[config.mk]
export PLATFORM = sky130hd
export DESIGN_NAME = rs_age_ordered
export DESIGN_NICKNAME = d
export VERILOG_FILES = /design/src/rtl/rs_age_ordered.sv
export SDC_FILE = /design/constraint.sdc
export NUM_CORES = 2
export LEC_CHECK = 0
export ABC_AREA = 0
export BUFFER_PORTS_ARGS = -buffer_cell sky130_fd_sc_hd__buf_4
export CORE_ASPECT_RATIO = 0.75
export CORE_UTILIZATION = 45
export DETAILED_ROUTE_END_ITERATION = 16
export GPL_TIMING_DRIVEN = 0
export SYNTH_ARGS = -nofsm -noshare
export SYNTH_HDL_FRONTEND = slang
export SYNTH_SLANG_ARGS = --single-unit
[constraint.sdc]
create_clock -name clock -period 13.57 [get_ports clock]
set_input_delay 4.071 -clock clock [delete_from_list [all_inputs] [get_ports clock]]
set_output_delay 4.071 -clock clock [all_outputs]
set_load 0.005 [all_outputs]
[src/rtl/rs_age_ordered.sv]
// Age-ordered reservation station: multi-lane dispatch, CDB wakeup, oldest-first issue, branch squash.
// Optional feature macro RS_DISP_BYPASS_EN: dispatching entries capture same-cycle CDB tags.
module rs_age_ordered #(
  parameter int unsigned DEPTH     = 8,
  parameter int unsigned DISP_W    = 2,
  parameter int unsigned ISSUE_W   = 2,
  parameter int unsigned CDB_W     = 2,
  parameter int unsigned TAG_W     = 6,
  parameter int unsigned BMASK_W   = 4,
  parameter int unsigned PAYLOAD_W = 32
) (
  input  logic                          clock,
  input  logic                          reset,
  input  logic [$clog2(DISP_W+1)-1:0]   disp_num,
  input  logic [DISP_W*TAG_W-1:0]       disp_src1_tag,
  input  logic [DISP_W-1:0]             disp_src1_rdy,
  input  logic [DISP_W*TAG_W-1:0]       disp_src2_tag,
  input  logic [DISP_W-1:0]             disp_src2_rdy,
  input  logic [DISP_W*BMASK_W-1:0]     disp_bmask,
  input  logic [DISP_W*PAYLOAD_W-1:0]   disp_payload,
  output logic [$clog2(DISP_W+1)-1:0]   free_spots,
  output logic [$clog2(DEPTH+1)-1:0]    occupancy,
  input  logic [CDB_W-1:0]              cdb_valid,
  input  logic [CDB_W*TAG_W-1:0]        cdb_tag,
  output logic [ISSUE_W-1:0]            iss_valid,
  input  logic [ISSUE_W-1:0]            iss_ready,
  output logic [ISSUE_W*PAYLOAD_W-1:0]  iss_payload,
  output logic [ISSUE_W*BMASK_W-1:0]    iss_bmask,
  input  logic [BMASK_W-1:0]            br_resolve_mask,
  input  logic                          br_mispred
);

  localparam int unsigned DN_W = $clog2(DISP_W + 1);
  localparam int unsigned OC_W = $clog2(DEPTH + 1);

  logic [DEPTH-1:0]     valid_q, valid_d;
  logic [DEPTH-1:0]     src1_rdy_q, src1_rdy_d;
  logic [DEPTH-1:0]     src2_rdy_q, src2_rdy_d;
  logic [TAG_W-1:0]     src1_tag_q [DEPTH];
  logic [TAG_W-1:0]     src1_tag_d [DEPTH];
  logic [TAG_W-1:0]     src2_tag_q [DEPTH];
  logic [TAG_W-1:0]     src2_tag_d [DEPTH];
  logic [BMASK_W-1:0]   bmask_q    [DEPTH];
  logic [BMASK_W-1:0]   bmask_d    [DEPTH];
  logic [PAYLOAD_W-1:0] payload_q  [DEPTH];
  logic [PAYLOAD_W-1:0] payload_d  [DEPTH];
  // age_q[i][j] set means entry j is older than entry i
  logic [DEPTH-1:0]     age_q      [DEPTH];
  logic [DEPTH-1:0]     age_d      [DEPTH];

  logic [DEPTH-1:0]     killed_c, elig_c, issued_c;
  logic [OC_W-1:0]      rank_c [DEPTH];
  logic [OC_W-1:0]      occ_c, free_c;
  logic [DEPTH-1:0]     new_mask_c;
  logic [OC_W-1:0]      seen_c;

  function automatic logic cdb_hit(input logic [TAG_W-1:0]       tag,
                                   input logic [CDB_W-1:0]       vld,
                                   input logic [CDB_W*TAG_W-1:0] tags);
    cdb_hit = 1'b0;
    for (int unsigned c = 0; c < CDB_W; c++)
      if (vld[c] && (tags[c*TAG_W +: TAG_W] == tag)) cdb_hit = 1'b1;
  endfunction

  // Capacity from registered valid bits only
  always_comb begin
    occ_c      = OC_W'($countones(valid_q));
    free_c     = OC_W'(DEPTH) - occ_c;
    occupancy  = occ_c;
    free_spots = (free_c >= OC_W'(DISP_W)) ? DN_W'(DISP_W) : DN_W'(free_c);
  end

  // Eligibility and age rank: rank = number of older eligible entries
  always_comb begin
    for (int unsigned i = 0; i < DEPTH; i++) begin
      killed_c[i] = br_mispred && valid_q[i] && (|(bmask_q[i] & br_resolve_mask));
      elig_c[i]   = valid_q[i] && src1_rdy_q[i] && src2_rdy_q[i] && !killed_c[i];
    end
    for (int unsigned i = 0; i < DEPTH; i++)
      rank_c[i] = OC_W'($countones(elig_c & age_q[i]));
  end

  // Lane k carries the eligible entry of rank k
  always_comb begin
    iss_valid   = '0;
    iss_payload = '0;
    iss_bmask   = '0;
    issued_c    = '0;
    for (int unsigned k = 0; k < ISSUE_W; k++) begin
      for (int unsigned i = 0; i < DEPTH; i++) begin
        if (elig_c[i] && (rank_c[i] == OC_W'(k))) begin
          iss_valid[k]                          = 1'b1;
          iss_payload[k*PAYLOAD_W +: PAYLOAD_W] = payload_q[i];
          iss_bmask[k*BMASK_W +: BMASK_W]       = bmask_q[i] & ~br_resolve_mask;
          if (iss_ready[k]) issued_c[i] = 1'b1;
        end
      end
    end
  end

  always_comb begin
    valid_d    = valid_q;
    src1_rdy_d = src1_rdy_q;
    src2_rdy_d = src2_rdy_q;
    src1_tag_d = src1_tag_q;
    src2_tag_d = src2_tag_q;
    bmask_d    = bmask_q;
    payload_d  = payload_q;
    age_d      = age_q;
    new_mask_c = '0;
    seen_c     = '0;

    for (int unsigned i = 0; i < DEPTH; i++) begin
      bmask_d[i] = bmask_q[i] & ~br_resolve_mask;
      if (cdb_hit(src1_tag_q[i], cdb_valid, cdb_tag)) src1_rdy_d[i] = 1'b1;
      if (cdb_hit(src2_tag_q[i], cdb_valid, cdb_tag)) src2_rdy_d[i] = 1'b1;
      if (killed_c[i] || issued_c[i]) valid_d[i] = 1'b0;
    end

    // Lane k fills the k-th registered-free slot; squashed lanes still consume their slot index
    for (int unsigned i = 0; i < DEPTH; i++) begin
      if (!valid_q[i]) begin
        for (int unsigned k = 0; k < DISP_W; k++) begin
          if ((seen_c == OC_W'(k)) && (DN_W'(k) < disp_num) &&
              !(br_mispred && (|(disp_bmask[k*BMASK_W +: BMASK_W] & br_resolve_mask)))) begin
            valid_d[i]    = 1'b1;
            src1_tag_d[i] = disp_src1_tag[k*TAG_W +: TAG_W];
            src2_tag_d[i] = disp_src2_tag[k*TAG_W +: TAG_W];
`ifdef RS_DISP_BYPASS_EN
            src1_rdy_d[i] = disp_src1_rdy[k] | cdb_hit(disp_src1_tag[k*TAG_W +: TAG_W], cdb_valid, cdb_tag);
            src2_rdy_d[i] = disp_src2_rdy[k] | cdb_hit(disp_src2_tag[k*TAG_W +: TAG_W], cdb_valid, cdb_tag);
`else
            src1_rdy_d[i] = disp_src1_rdy[k];
            src2_rdy_d[i] = disp_src2_rdy[k];
`endif
            bmask_d[i]    = disp_bmask[k*BMASK_W +: BMASK_W] & ~br_resolve_mask;
            payload_d[i]  = disp_payload[k*PAYLOAD_W +: PAYLOAD_W];
            for (int unsigned r = 0; r < DEPTH; r++) age_d[r][i] = 1'b0;
            age_d[i]      = valid_q | new_mask_c;
            new_mask_c[i] = 1'b1;
          end
        end
        seen_c = seen_c + OC_W'(1);
      end
    end
  end

  always_ff @(posedge clock) begin
    if (reset) begin
      valid_q    <= '0;
      src1_rdy_q <= '0;
      src2_rdy_q <= '0;
      for (int unsigned i = 0; i < DEPTH; i++) begin
        src1_tag_q[i] <= '0;
        src2_tag_q[i] <= '0;
        bmask_q[i]    <= '0;
        payload_q[i]  <= '0;
        age_q[i]      <= '0;
      end
    end else begin
      valid_q    <= valid_d;
      src1_rdy_q <= src1_rdy_d;
      src2_rdy_q <= src2_rdy_d;
      src1_tag_q <= src1_tag_d;
      src2_tag_q <= src2_tag_d;
      bmask_q    <= bmask_d;
      payload_q  <= payload_d;
      age_q      <= age_d;
    end
  end

  disp_overflow_a: assert property (@(posedge clock) disable iff (reset) disp_num <= free_spots);

endmodule

# == Yosys cells after proc, flatten, opt, wreduce, memory -nomap -nowiden ==
# Index checks and enable logic that the tools add are counted.
# word_totals
output_inout_bits,80
reg_bits,471
elab_cells,881
# classes
n_bitwise,51
n_eq_ne,47
n_reduce_logical,177
n_lt_le_gt_ge,3
muxes,483
add_sub_neg,70
# op_table
operator,n
32-bit two-way mux,30
1-bit two-way mux,356
6-bit == test,32
4-bit two-way mux,45
8-bit two-way mux,22
6-bit two-way mux,28
1-bit logical AND,119
4-bit bitwise AND,20
1-bit by 1-bit adder with 2-bit output,36
8-bit bitwise AND,8
4-bit by 1-bit == test with 1-bit output (second input constant),15
4-bit logical NOT,15
2-bit by 2-bit adder with 3-bit output,18
4-bit OR reduction,10
3-bit by 3-bit adder with 4-bit output,9
4-bit by 1-bit adder with 4-bit output (second input constant),6
8-bit by 2-bit OR with 8-bit output,2
8-bit by 3-bit OR with 8-bit output,2
8-bit by 4-bit OR with 8-bit output,2
8-bit by 5-bit OR with 8-bit output,2
8-bit by 6-bit OR with 8-bit output,2
8-bit by 7-bit OR with 8-bit output,2
2-bit AND reduction,8
2-bit nonzero test,7
other kinds (11),35

# == Longest topological paths before layout ==
# depth
depth_word,23
mapped_depth,24
ltp_nobuf,20

# == Least setup slack after synthesis ==
# No wires, ideal clock.
# synth_timing
kind,input to output
from,input port br_resolve_mask[0]
to,output port iss_payload[52]
required_ns,9.499
path_buffers,5
slack_ns,0.383
path_stages,24
arrival_time_ns,9.116
path_cell_list,clkbuf_1 -> a22oi_1 -> a21boi_1 -> nor3_1 -> clkbuf_1 -> and2_1 -> fa_1 -> inv_1 -> fa_1 -> inv_1 -> fa_1 -> ha_1 -> inv_1 -> fa_1 -> nor2b_1 -> a31o_2 -> and2_1 -> and3_1 -> clkbuf_1 -> buf_1 -> nand2_1 -> clkbuf_1 -> o221ai_1 -> o21ai_0
# synth_via
elab_chain_len,19
# synth_lines
item,line_no,rtl
"start, declared",29,"input logic [BMASK_W-1:0] br_resolve_mask,"
4-bit bitwise AND,76,killed_c[i] = br_mispred && valid_q[i] && (|(bmask_q[i] & br_resolve_mask));
4-bit OR reduction,76,
1-bit logical AND,76,
1-bit logical NOT,77,elig_c[i] = valid_q[i] && src1_rdy_q[i] && src2_rdy_q[i] && !killed_c[i];
1-bit logical AND,77,
8-bit bitwise AND,80,rank_c[i] = OC_W'($countones(elig_c & age_q[i]));
1-bit by 1-bit adder with 2-bit output (not written as such),80,
2-bit by 2-bit adder with 3-bit output (not written as such),80,
3-bit by 3-bit adder with 4-bit output (not written as such),80,
4-bit by 1-bit == test with 1-bit output,91,if (elig_c[i] && (rank_c[i] == OC_W'(k))) begin
1-bit logical AND,91,
32-bit two-way mux (7 in series),91,
32-bit two-way mux *,91,
"end, declared",27,"output logic [ISSUE_W*PAYLOAD_W-1:0] iss_payload,"
# Every way passes the cells marked *; elsewhere a longest branch is shown, timed or not.

# == Worst setup path in the final report ==
# layout_timing
from,input port br_resolve_mask[2]
to,output port iss_bmask[0]
# layout_via
elab_chain_len,19
# layout_lines
item,line_no,rtl
4-bit bitwise AND,76,
4-bit OR reduction,76,
1-bit logical AND,76,
1-bit logical NOT,77,
1-bit logical AND,77,
8-bit bitwise AND,80,
1-bit by 1-bit adder with 2-bit output (not written as such),80,
2-bit by 2-bit adder with 3-bit output (not written as such),80,
3-bit by 3-bit adder with 4-bit output (not written as such),80,
4-bit logical NOT,91,
1-bit logical AND,91,
4-bit two-way mux (7 in series),91,
4-bit two-way mux *,91,
"end, declared",28,"output logic [ISSUE_W*BMASK_W-1:0] iss_bmask,"
# Marks and branches as above.

==> qor.yml <==
max-slew-margin-rel: -0.0852
cp_common_cell: "buf_8"
routedWlPerCell_um: 34.8
cts_max_level: 2
crit_slowest_cell: "fa_2"
worstSetupStartpointType: "input port"
postCtsHoldBufs: 0
vias: 35300
track_usage: 0.493
drtPass1Iterations: 7
combPwrFrac: 0.519
pre_cts_ws_ps: -3410
power_mw: 7.36
p_int_mw: 3.61
clock_power_share: 0.205
power_switching_mw: 3.75
synth.distinct_cells: 92
synth_area_um2: 30600
cts_inserted_buffers: 51
cp.arrival_ps: 9480
ys_ff_latch: 471
fmax_mhz: 73.8
leakage_nw: 13.5
rsz0062_at_grt: "yes"
clk_pin_slew_ps: 60
violations: "max-capacitance violations, max-slew violations"
syn_to_final_growth_pct: 20.8
multiInputGateArea_um2: 20100
cts_tree: "yes"
holdCritPathClass: "flop to flop"
setup_slack_ps: 18.4
die_y_um: 228
fillerInstances: 6572
drive_above_1_share: 0.162
cp_cell_sequence: "buf_4 > a22oi_1 > a21boi_2 > nor3_4 > buf_8 > buf_8 > nand2_1 > fa_2 > inv_2 > fa_1 > ha_2 > inv_2 > fa_2 > a211oi_2 > mux2i_1 > nand2b_4 > nor3_4 > buf_8 > nand2_1 > a31o_2 > a2111oi_4 > buf_4"
cts_sinks: 471
tightest_slew_ps: 1630
maxCapViolCount: 2
antenna_found_initial: 0
yosysMostFrequentCell: "nand2_1"
critPathKind: "input port to output port"
place.gp.congestion: 1.05
synth_common_cells: "479 x nand2_1, 471 x dfxtp_1, 364 x nor2_1, 331 x clkbuf_1, 235 x a211oi_1"
dpl.hpwl_mm: 127
clock_path_buffers: 3
wl_mm: 176
core_area_um2: 67000
drc: 0
ios: 205
required_ps: 9500
grt_max_degree: 15
setup-tns-final_ps: 0
vdd_drop_max_mv: 0.174
seq_area_frac_synth: 0.309
cp-end-kind: "output port"
overflow: 0
cts-root-buf: "clkbuf_16"
num_rows: 82
avgViaCountPerCell: 6.99
grt_pass1_wl_mm: 241
crit_fanout: 10
drtIter0Drc: 5946
grt_pass1_vias: 31700
final_hold_viol_count: 0
drv_slew: 18
synthTopCellsByArea: "dfxtp_1 31%, nand2_1 5.9%, a211oi_1 5.8%, mux2i_1 5.4%, nor2_1 4.5%"
clk_latency_ps: 680
yosys_warnings: 0
switching_share: 0.510
start_util: 0.456
synthArstFlopShare: 0
syn_inst: 3877
power_density_nw_per_um2: 199
synth_edf_count: 0
setup_violations: 0
io_buffers: 133
final.period_utilization: 0.999
p_seq_frac: 0.276
path_buf_inv: 7
max_stage_delay_ps: 620
fin_nets: 4326
seq_area_um2: 9430
synth_area_leader_cell: "dfxtp_1"
yosys.area.top_type_share: 0.309
syn_nets: 4079
worst_clock_skew_ps: 60.4
synth_top_flop_cell: "dfxtp_1"
status: "complete, but fails checks"
die_w_um: 303
critPathTopFamily: "adder cells"
ant_nets: 0
synth_area_per_cell_um2: 7.88
die_area_um2: 69000
min_period_ps: 13550
## cells by family after synthesis
| group | Yosys count | share of synthesized area |
|---|---|---|
| compound gates | 1175 | 0.282 |
| mux | 166 | 0.0545 |
| simple gates | 1206 | 0.177 |
| buf+inv | 575 | 0.0764 |
| xor+xnor | 207 | 0.0615 |
| fa+ha+maj | 77 | 0.0404 |
| flops | 471 | 0.309 |
## registers in the layout, indices dropped and copies added (netlist names)
name / count
age_q: 63
bmask_q: 32
payload_q: 256
src1_rdy_q: 8
src1_tag_q: 48
src2_rdy_q: 8
src2_tag_q: 48
valid_q: 8
## repair_timing
item,4_1_cts,5_1_grt
endpoints found under the hold margin,0,0
cloned,1,0
pin swaps,28,60
resized for setup,341,247
setup endpoints to repair,74,73
buffers inserted,45,19
## per-layer routing
metal / up-vias / share of wire / track usage
met3: 586 / 0.17 / 0.222
met2: 3119 / 0.37 / 0.630
li1: 14700 / - / -
met4: 4 / 0.053 / 0.228
met1: 17000 / 0.41 / 0.688
met5: - / 0.00067 / 0.00840
## per-stage QoR
step / cell area (µm²) / instances / util / hold slack (ps)
detailed placement: 32700 / 4897 / 0.488 / 455
floorplan: 30600 / 3877 / - / 432
finish: 36900 / 5055 / 0.551 / 467
global placement: 32700 / 4892 / 0.487 / 451
global route: 36900 / 5046 / 0.550 / 488
CTS: 36000 / 5027 / 0.537 / 464
## power groups by stage
stage	sequential (mW)	combinational (mW)	clock [mW]
final	2.03	3.82	1.51
after global routing	2.04	3.90	1.54
after CTS	1.99	3.57	1.48
after detailed placement	2.02	3.54	0
after global placement	2.02	3.53	0
after floorplan	1.90	2.17	0
## worst register-to-register path, stage by stage (launching register included)
cell	delay, ps
dfxtp_1	680
inv_1	200
clkbuf_1	350
ha_1	370
buf_2	190
xnor2_1	290
ha_1	310
mux2i_1	320
inv_1	90
ha_1	370
nand2b_1	100
o21ai_1	90
inv_1	150
ha_1	180
nand3_1	270
a221oi_2	1150
buf_2	650
buf_1	910
a211oi_1	190
## cells in the final DEF, fill, tap and decap left out, types with 28 or more instances in the layout
master     synthesis  final
o21ai_1           28     36
a221oi_1          75     35
nand2_1          479    475
a21oi_1          188    181
a22oi_1           43     37
xnor2_1          106    106
o22ai_1           32     31
xor2_1            96     96
a22o_1            28     28
buf_6             10     29
ha_1              41     38
fa_1              36     33
buf_2             62     62
clkbuf_1         331    251
nor2_1           364    361
nor3_1            47     39
mux2i_1          164    164
and2_1            55     50
o21ai_0          158    144
a221o_1           40     40
nand3_1           53     45
a311oi_1         138    138
a221oi_2           1     29
inv_1            132    128
a211oi_1         235    231
clkbuf_16          0     53
nand4_1           75     75
buf_4              4    203
dfxtp_1          471    471
nor4_1            49     47
## path summary, 6_finish.rpt
kind	startpoint	to	slack (ps)	cells after the start
hold reg to reg	age_q[17]	age_q[17]	470	2
hold / removal	age_q[17]	age_q[17]	470	2
setup / recovery	br_resolve_mask[2]	iss_bmask[0]	20	22
setup reg to reg	valid_q[1]	payload_q[64]	6540	18
## final cells by class
class / count / share of cell area
diodes: 9 / 0.000610
clock buffers: 74 / 0.0402
repair buffers: 203 / 0.0448
clock inverters: 19 / 0.00624
inverters: 135 / 0.0137
plain buffers: 431 / 0.0634
well taps: 882 / 0.0299
multi-input cells: 2831 / 0.546
flip-flops and latches: 471 / 0.256
Note: power is estimated with default switching activity, not from simulation.
